### src/rtl/jtag_scan_master_if.sv
// Command/response bundle for jtag_scan_master: one scan command in, one captured word out.
// The master modport is the command issuer; the slave modport is the scan engine.
interface jtag_scan_master_if #(
    parameter int unsigned MAX_LEN = 320,
    parameter int unsigned LW      = $clog2(MAX_LEN + 1)
) ();
    logic               cmd_valid;
    logic               cmd_ready;
    logic [1:0]         cmd_type;
    logic [LW-1:0]      cmd_len;
    logic [MAX_LEN-1:0] cmd_data;
    logic               rsp_valid;
    logic               rsp_ready;
    logic [MAX_LEN-1:0] rsp_data;

    modport master (
        output cmd_valid, cmd_type, cmd_len, cmd_data, rsp_ready,
        input  cmd_ready, rsp_valid, rsp_data
    );

    modport slave (
        input  cmd_valid, cmd_type, cmd_len, cmd_data, rsp_ready,
        output cmd_ready, rsp_valid, rsp_data
    );
endinterface

### src/rtl/jtag_scan_master.sv
// Command-driven JTAG master: walks the TAP from Run-Test/Idle through an IR/DR scan or a
// TAP reset, shifting the payload LSB first and capturing TDO on each TCK rising edge.
module jtag_scan_master #(
    parameter int unsigned MAX_LEN = 320,
    parameter int unsigned HALF    = 1,
    parameter int unsigned LW      = $clog2(MAX_LEN + 1)
) (
    input  logic                   CK,
    input  logic                   TRST,
    jtag_scan_master_if.slave      bus,
    output logic                   busy,
    output logic                   tck_o,
    output logic                   tms_o,
    output logic                   tdi_o,
    input  logic                   tdo_i
);
    localparam int unsigned PW = (2 * HALF > 1) ? $clog2(2 * HALF) : 1;
    localparam logic [PW-1:0] PhRise = PW'(HALF - 1);
    localparam logic [PW-1:0] PhLast = PW'(2 * HALF - 1);
    localparam logic [1:0] TypReset = 2'd0;
    localparam logic [1:0] TypIr    = 2'd1;

    typedef enum logic [2:0] {StIdle, StHead, StShift, StTail, StResp} state_e;

    state_e             state_q, state_d;
    logic [1:0]         type_q, type_d;
    logic [LW-1:0]      len_q, len_d;
    logic [LW-1:0]      idx_q, idx_d;
    logic [PW-1:0]      ph_q, ph_d;
    logic [MAX_LEN-1:0] data_q, data_d;
    logic [MAX_LEN-1:0] cap_q, cap_d;

    logic active;
    logic tick_end;
    logic head_last;
    logic head_tms;

    always_ff @(posedge CK) begin
        if (TRST) begin
            state_q <= StIdle;
            type_q  <= '0;
            len_q   <= '0;
            idx_q   <= '0;
            ph_q    <= '0;
            data_q  <= '0;
            cap_q   <= '0;
        end else begin
            state_q <= state_d;
            type_q  <= type_d;
            len_q   <= len_d;
            idx_q   <= idx_d;
            ph_q    <= ph_d;
            data_q  <= data_d;
            cap_q   <= cap_d;
        end
    end

    // Header shape per command type; the reset walk is just a longer header with no payload.
    always_comb begin
        head_last = 1'b0;
        head_tms  = 1'b1;
        case (type_q)
            TypReset: begin
                head_last = (idx_q == LW'(5));
                head_tms  = (idx_q != LW'(5));
            end
            TypIr: begin
                head_last = (idx_q == LW'(3));
                head_tms  = (idx_q < LW'(2));
            end
            default: begin
                head_last = (idx_q == LW'(2));
                head_tms  = (idx_q == LW'(0));
            end
        endcase
    end

    always_comb begin
        state_d = state_q;
        type_d  = type_q;
        len_d   = len_q;
        idx_d   = idx_q;
        ph_d    = ph_q;
        data_d  = data_q;
        cap_d   = cap_q;

        active   = (state_q == StHead) || (state_q == StShift) || (state_q == StTail);
        tick_end = (ph_q == PhLast);
        tck_o    = active && (ph_q > PhRise);
        tms_o    = 1'b1;
        tdi_o    = 1'b0;

        busy          = (state_q != StIdle);
        bus.cmd_ready = (state_q == StIdle);
        bus.rsp_valid = (state_q == StResp);
        bus.rsp_data  = cap_q;

        if (active) begin
            ph_d = tick_end ? '0 : ph_q + 1'b1;
        end

        unique case (state_q)
            StIdle: begin
                if (bus.cmd_valid) begin
                    type_d = (bus.cmd_type == 2'd3) ? TypReset : bus.cmd_type;
                    if (bus.cmd_len == '0) begin
                        len_d = LW'(1);
                    end else if (bus.cmd_len > LW'(MAX_LEN)) begin
                        len_d = LW'(MAX_LEN);
                    end else begin
                        len_d = bus.cmd_len;
                    end
                    data_d  = bus.cmd_data;
                    cap_d   = '0;
                    idx_d   = '0;
                    ph_d    = '0;
                    state_d = StHead;
                end
            end
            StHead: begin
                tms_o = head_tms;
                if (tick_end) begin
                    if (head_last) begin
                        idx_d   = '0;
                        state_d = (type_q == TypReset) ? StResp : StShift;
                    end else begin
                        idx_d = idx_q + 1'b1;
                    end
                end
            end
            StShift: begin
                tms_o = (idx_q == len_q - 1'b1);
                tdi_o = data_q[idx_q];
                // This edge is the one that raises TCK.
                if (ph_q == PhRise) begin
                    cap_d[idx_q] = tdo_i;
                end
                if (tick_end) begin
                    if (idx_q == len_q - 1'b1) begin
                        idx_d   = '0;
                        state_d = StTail;
                    end else begin
                        idx_d = idx_q + 1'b1;
                    end
                end
            end
            StTail: begin
                tms_o = (idx_q == LW'(0));
                if (tick_end) begin
                    if (idx_q == LW'(1)) begin
                        idx_d   = '0;
                        state_d = StResp;
                    end else begin
                        idx_d = idx_q + 1'b1;
                    end
                end
            end
            StResp: begin
                if (bus.rsp_ready) begin
                    state_d = StIdle;
                end
            end
            default: state_d = StIdle;
        endcase
    end
endmodule

### src/flat_wrapper.sv
// flat-port wrapper written by rule: the top's interface ports become plain ports
module jtag_scan_master_flat 
#(
    parameter int unsigned MAX_LEN = 320,
    parameter int unsigned HALF    = 1,
    parameter int unsigned LW      = $clog2(MAX_LEN + 1)
)
  (CK, TRST, busy, tck_o, tms_o, tdi_o, tdo_i, bus_cmd_valid, bus_cmd_type, bus_cmd_len, bus_cmd_data, bus_rsp_ready, bus_cmd_ready, bus_rsp_valid, bus_rsp_data);
  jtag_scan_master_if #(.MAX_LEN(MAX_LEN), .LW(LW)) bus_i ();
  input  logic CK;
  input  logic TRST;
  output logic busy;
  output logic tck_o;
  output logic tms_o;
  output logic tdi_o;
  input  logic tdo_i;
  input wire logic [$bits(bus_i.cmd_valid)-1:0] bus_cmd_valid;
  input wire logic [$bits(bus_i.cmd_type)-1:0] bus_cmd_type;
  input wire logic [$bits(bus_i.cmd_len)-1:0] bus_cmd_len;
  input wire logic [$bits(bus_i.cmd_data)-1:0] bus_cmd_data;
  input wire logic [$bits(bus_i.rsp_ready)-1:0] bus_rsp_ready;
  output wire logic [$bits(bus_i.cmd_ready)-1:0] bus_cmd_ready;
  output wire logic [$bits(bus_i.rsp_valid)-1:0] bus_rsp_valid;
  output wire logic [$bits(bus_i.rsp_data)-1:0] bus_rsp_data;
  assign bus_i.cmd_valid = bus_cmd_valid;
  assign bus_i.cmd_type = bus_cmd_type;
  assign bus_i.cmd_len = bus_cmd_len;
  assign bus_i.cmd_data = bus_cmd_data;
  assign bus_i.rsp_ready = bus_rsp_ready;
  assign bus_cmd_ready = bus_i.cmd_ready;
  assign bus_rsp_valid = bus_i.rsp_valid;
  assign bus_rsp_data = bus_i.rsp_data;
  jtag_scan_master #(.MAX_LEN(MAX_LEN), .HALF(HALF), .LW(LW)) u_core (.CK(CK), .TRST(TRST), .bus(bus_i), .busy(busy), .tck_o(tck_o), .tms_o(tms_o), .tdi_o(tdi_o), .tdo_i(tdo_i));
endmodule
### config.mk
export PLATFORM = sky130hd
export DESIGN_NAME = jtag_scan_master_flat
export DESIGN_NICKNAME = d
export VERILOG_FILES = /design/src/rtl/jtag_scan_master_if.sv /design/src/rtl/jtag_scan_master.sv /design/src/flat_wrapper.sv
export SDC_FILE = /design/constraint.sdc
export NUM_CORES = 2
export LEC_CHECK = 0
export CAP_MARGIN = 20
export CORE_AREA = 5 5 254 256
export DETAILED_ROUTE_END_ITERATION = 8
export DIE_AREA = 0 0 259 261
export PLACE_DENSITY = 0.84
export SETUP_SLACK_MARGIN = 0.05
export SYNTH_ARGS = -nofsm -noshare
export SYNTH_HDL_FRONTEND = slang
export SYNTH_SLANG_ARGS = --single-unit
### constraint.sdc
create_clock -name CK -period 6.1 [get_ports CK]
set_input_delay 0.61 -clock CK [delete_from_list [all_inputs] [get_ports CK]]
set_output_delay 0.61 -clock CK [all_outputs]
set_load 0.005 [all_outputs]
==> metrics.cfg <==
[status]
status = finished with violations
violations = max-slew violations

[drt]
drcViolationCount = 0
first_pass_iters = 8
wire_per_inst_um = 22.7
drt-total-wl_um = 115000
drt_iter0_markers = 4358
via_count = 30000
postRouteAntennaNets = 0
vias_per_cell = 5.93

[logic_synthesis]
synth_ff_type = dfxtp_1
netlist.area_leader.share_pct = 46.2
synth_compound_area_share_pct = 24.7
synthTopCellsByArea = dfxtp_1, a21oi_1, nand2_1, o21ai_0, mux4_2
yosysSeqAreaShare_pct = 46.2
synthArstFlopShare_pct = 0
synthDistinctLibCells = 61
yosys-top-cells-count = nand2_1, a21oi_1, dfxtp_1, clkbuf_1, o21ai_0
syn-num-nets = 4073
yosysWarningCount = 0
synth_seq_cells = 664
synth_adder_area_share_pct = 0.261
post_synth_and_or_nand_nor_area_fraction_pct = 16.4
synth_xor_area_share_pct = 0.335
netlist_instances = 3731
synthMuxAreaShare_pct = 6.80
synth_area_leader_cell = dfxtp_1
syn_area_per_cell_um2 = 7.72
synth_area_mm2 = 0.0288
synth_top_family_by_area = compound AO/OA/AOI/OAI gates
synth_edf_count = 0
synth.most_common_cell = nand2_1

[global_route]
grt_pass1_vias = 27700
grt_use_met2_pct = 52.2
antenna_found_initial = 8
grt_max_degree = 253
grt_pass1_wl_um = 167000
grt.busiest_layer = met2
overflow = 0
gr-usage-met1_pct = 39.5
use_met3_pct = 6.50
grt_usage_pct = 31.7

[timing]
setup_viol_count_final = 0
tns_ns = 0
final_max_slew_viol_count = 108
fmax_ghz = 0.204
relSlewSlack_pct = -5.68
finClkSkew_ns = 0.0286
rsz0062_at_grt = false
holdWs_ns = 0.450
finalCritPeriodShare_pct = 80.4
finalCriticalPeriod_ns = 4.91
tightestPinTransition_ns = 1.59
hold_viol_final = 0

[clock_tree]
cts_buffer_depth = 3
clock-sinks = 664
cts_hold_buf = 0
clk_latency_ns = 0.62
cts_tree = yes
clk_pin_slew_ns = 0.06
numCtsBuffers = 70
clockRootBuffer = clkbuf_16
post_cts_resized = 0
cts_setup_buffers = 0
htreeDepth = 3

[layout]
fillers = 5162
nNetsFinal = 4495
area_delta_synth_final_pct = 32.7
stdcell_area_mm2 = 0.0382
seq_area_mm2 = 0.0133
fin_cells = 5054
multi_input_area_mm2 = 0.0141
drive_gt1_share_pct = 7.59
fin_util_pct = 61.3

[die]
die_h_um = 261
dieArea_mm2 = 0.0676
core_mm2 = 0.0623
start_util_pct = 46.2
rows = 92
die_x_um = 259
ios = 662

[critical_path]
cp_max_fo = 58
critPathCaptureType = output port
cp_slowest_cell = dfxtp_4
path_cells = buf_4, mux4_2, nand2_1, nand3_1, o311ai_0, a311oi_1, nor4_1, a41oi_1, clkdlybuf4s50_1
crit_required_ns = 5.49
worst_ep_arrival_time_ns = 4.30
crit_family = flip-flops
cp_slowest_stage_delay_ns = 0.93
crit_buf_inv = 2
critPathKind = reg2out
cp-start-kind = register

[placed_design]
placedCellCount = 4927
gp_congestion = 0.916
port_buffers = 661
dp_hpwl_um = 76300
place_area_mm2 = 0.0358

[flow_run]
maxCapViolations = 0

[power_and_ir_drop]
p_int_mw = 8.38
ir_drop_v = 0.000261
switching_power_mw = 4.08
p_leak_nw = 13.2
switching_share_pct = 32.8
power_density_mw_per_mm2 = 326
pwr-share-seq_pct = 40.1
clkPwrFrac_pct = 35.4
p_comb_share_pct = 24.5

[worst_hold_path]
hold_class = reg2reg

==> placed cells by master (no fill, tap or decap), types with 5 or more instances in the layout <==
master,netlist,final
clkbuf_16,0,71
nand2b_1,11,11
and2_1,20,20
buf_4,5,63
nor2_1,65,43
mux2_2,8,8
inv_1,13,13
mux4_2,75,75
bufinv_16,0,6
clkinv_2,0,8
mux2i_1,18,18
buf_12,0,8
o21ai_0,338,338
nor2b_1,16,7
nor2b_2,0,8
nor3_1,19,17
xnor2_1,6,6
clkbuf_1,351,11
nor2_2,0,21
a22oi_1,8,8
a211oi_1,7,7
clkdlybuf4s50_1,0,660
a21oi_1,974,974
ha_1,6,6
xor2_1,5,5
diode_2,0,5
clkbuf_8,0,17
nor3b_1,7,7
o22ai_1,6,6
and3_1,5,5
dfxtp_1,664,660
nand3_1,17,17
nand2_1,984,981
==> flip-flops by register name, summed over array words and instances, names as in the netlist <==
signal,count
u_core.ph_q,1
u_core.state_q,3
u_core.len_q,9
u_core.type_q,2
u_core.idx_q,9
u_core.data_q,320
u_core.bus.rsp_data,320
==> path summary, 6_finish.rpt <==
kind              slack [ns]                              end  depth (start not counted)                       startpoint
setup / recovery        1.19                            tdi_o                          9     u_core.idx_q[1]$_SDFFE_PP0P_
hold / removal          0.45  u_core.data_q[261]$_SDFFE_PP0P_                          2  u_core.data_q[261]$_SDFFE_PP0P_
setup reg to reg        2.25     u_core.idx_q[8]$_SDFFE_PP0P_                          8     u_core.idx_q[1]$_SDFFE_PP0P_
hold reg to reg         0.45  u_core.data_q[261]$_SDFFE_PP0P_                          2  u_core.data_q[261]$_SDFFE_PP0P_
==> through the flow <==
stage	power, mW	worst slack [ns]
floorplan	7.03	3.03
global placement	8.00	1.88
detailed placement	8.06	1.79
CTS	12.4	1.13
global route	13.0	0.957
finish	12.5	1.19
==> layout make-up <==
class,instances,area share [%]
timing repair buffer,735,19.2
tap,846,2.77
antenna,5,0.0328
inverter,13,0.128
clock inverter,23,0.822
sequential,664,34.8
clock buffer,99,5.37
multi-input combinational,2669,36.9
==> worst register-to-register path, delay by kind of cell (launching register included) <==
| kind | cells | cell delay, ns |
|---|---|---|
| compound gates | 2 | 0.51 |
| buf+inv | 2 | 0.72 |
| flops | 1 | 0.93 |
| simple gates | 3 | 1.29 |
| fa+ha+maj | 1 | 0.30 |
==> routing by layer <==
layer	part of all wire, %	up-vias
li1	-	13600
met1	37	14100
met2	47	1882
met3	10	363
met4	5.8	6
met5	0.034	-
==> power groups by stage <==
stage	Sequential [mW]	Combinational, mW	Clock (mW)
detailed placement	5.08	2.97	0
finish	5.00	3.06	4.41
floorplan	4.94	2.08	0
global placement	5.08	2.93	0
global route	5.03	3.33	4.63
CTS	4.99	3.00	4.44
==> cells by family after synthesis <==
family	count (synthesis)
AND/OR/NAND/NOR	1173
adder cells (fa/ha/maj)	6
AO/OA/AOI/OAI	1378
buffers and inverters	398
XOR/XNOR	11
multiplexers	101
flip-flops	664
Power figures use the tool's default switching activity.
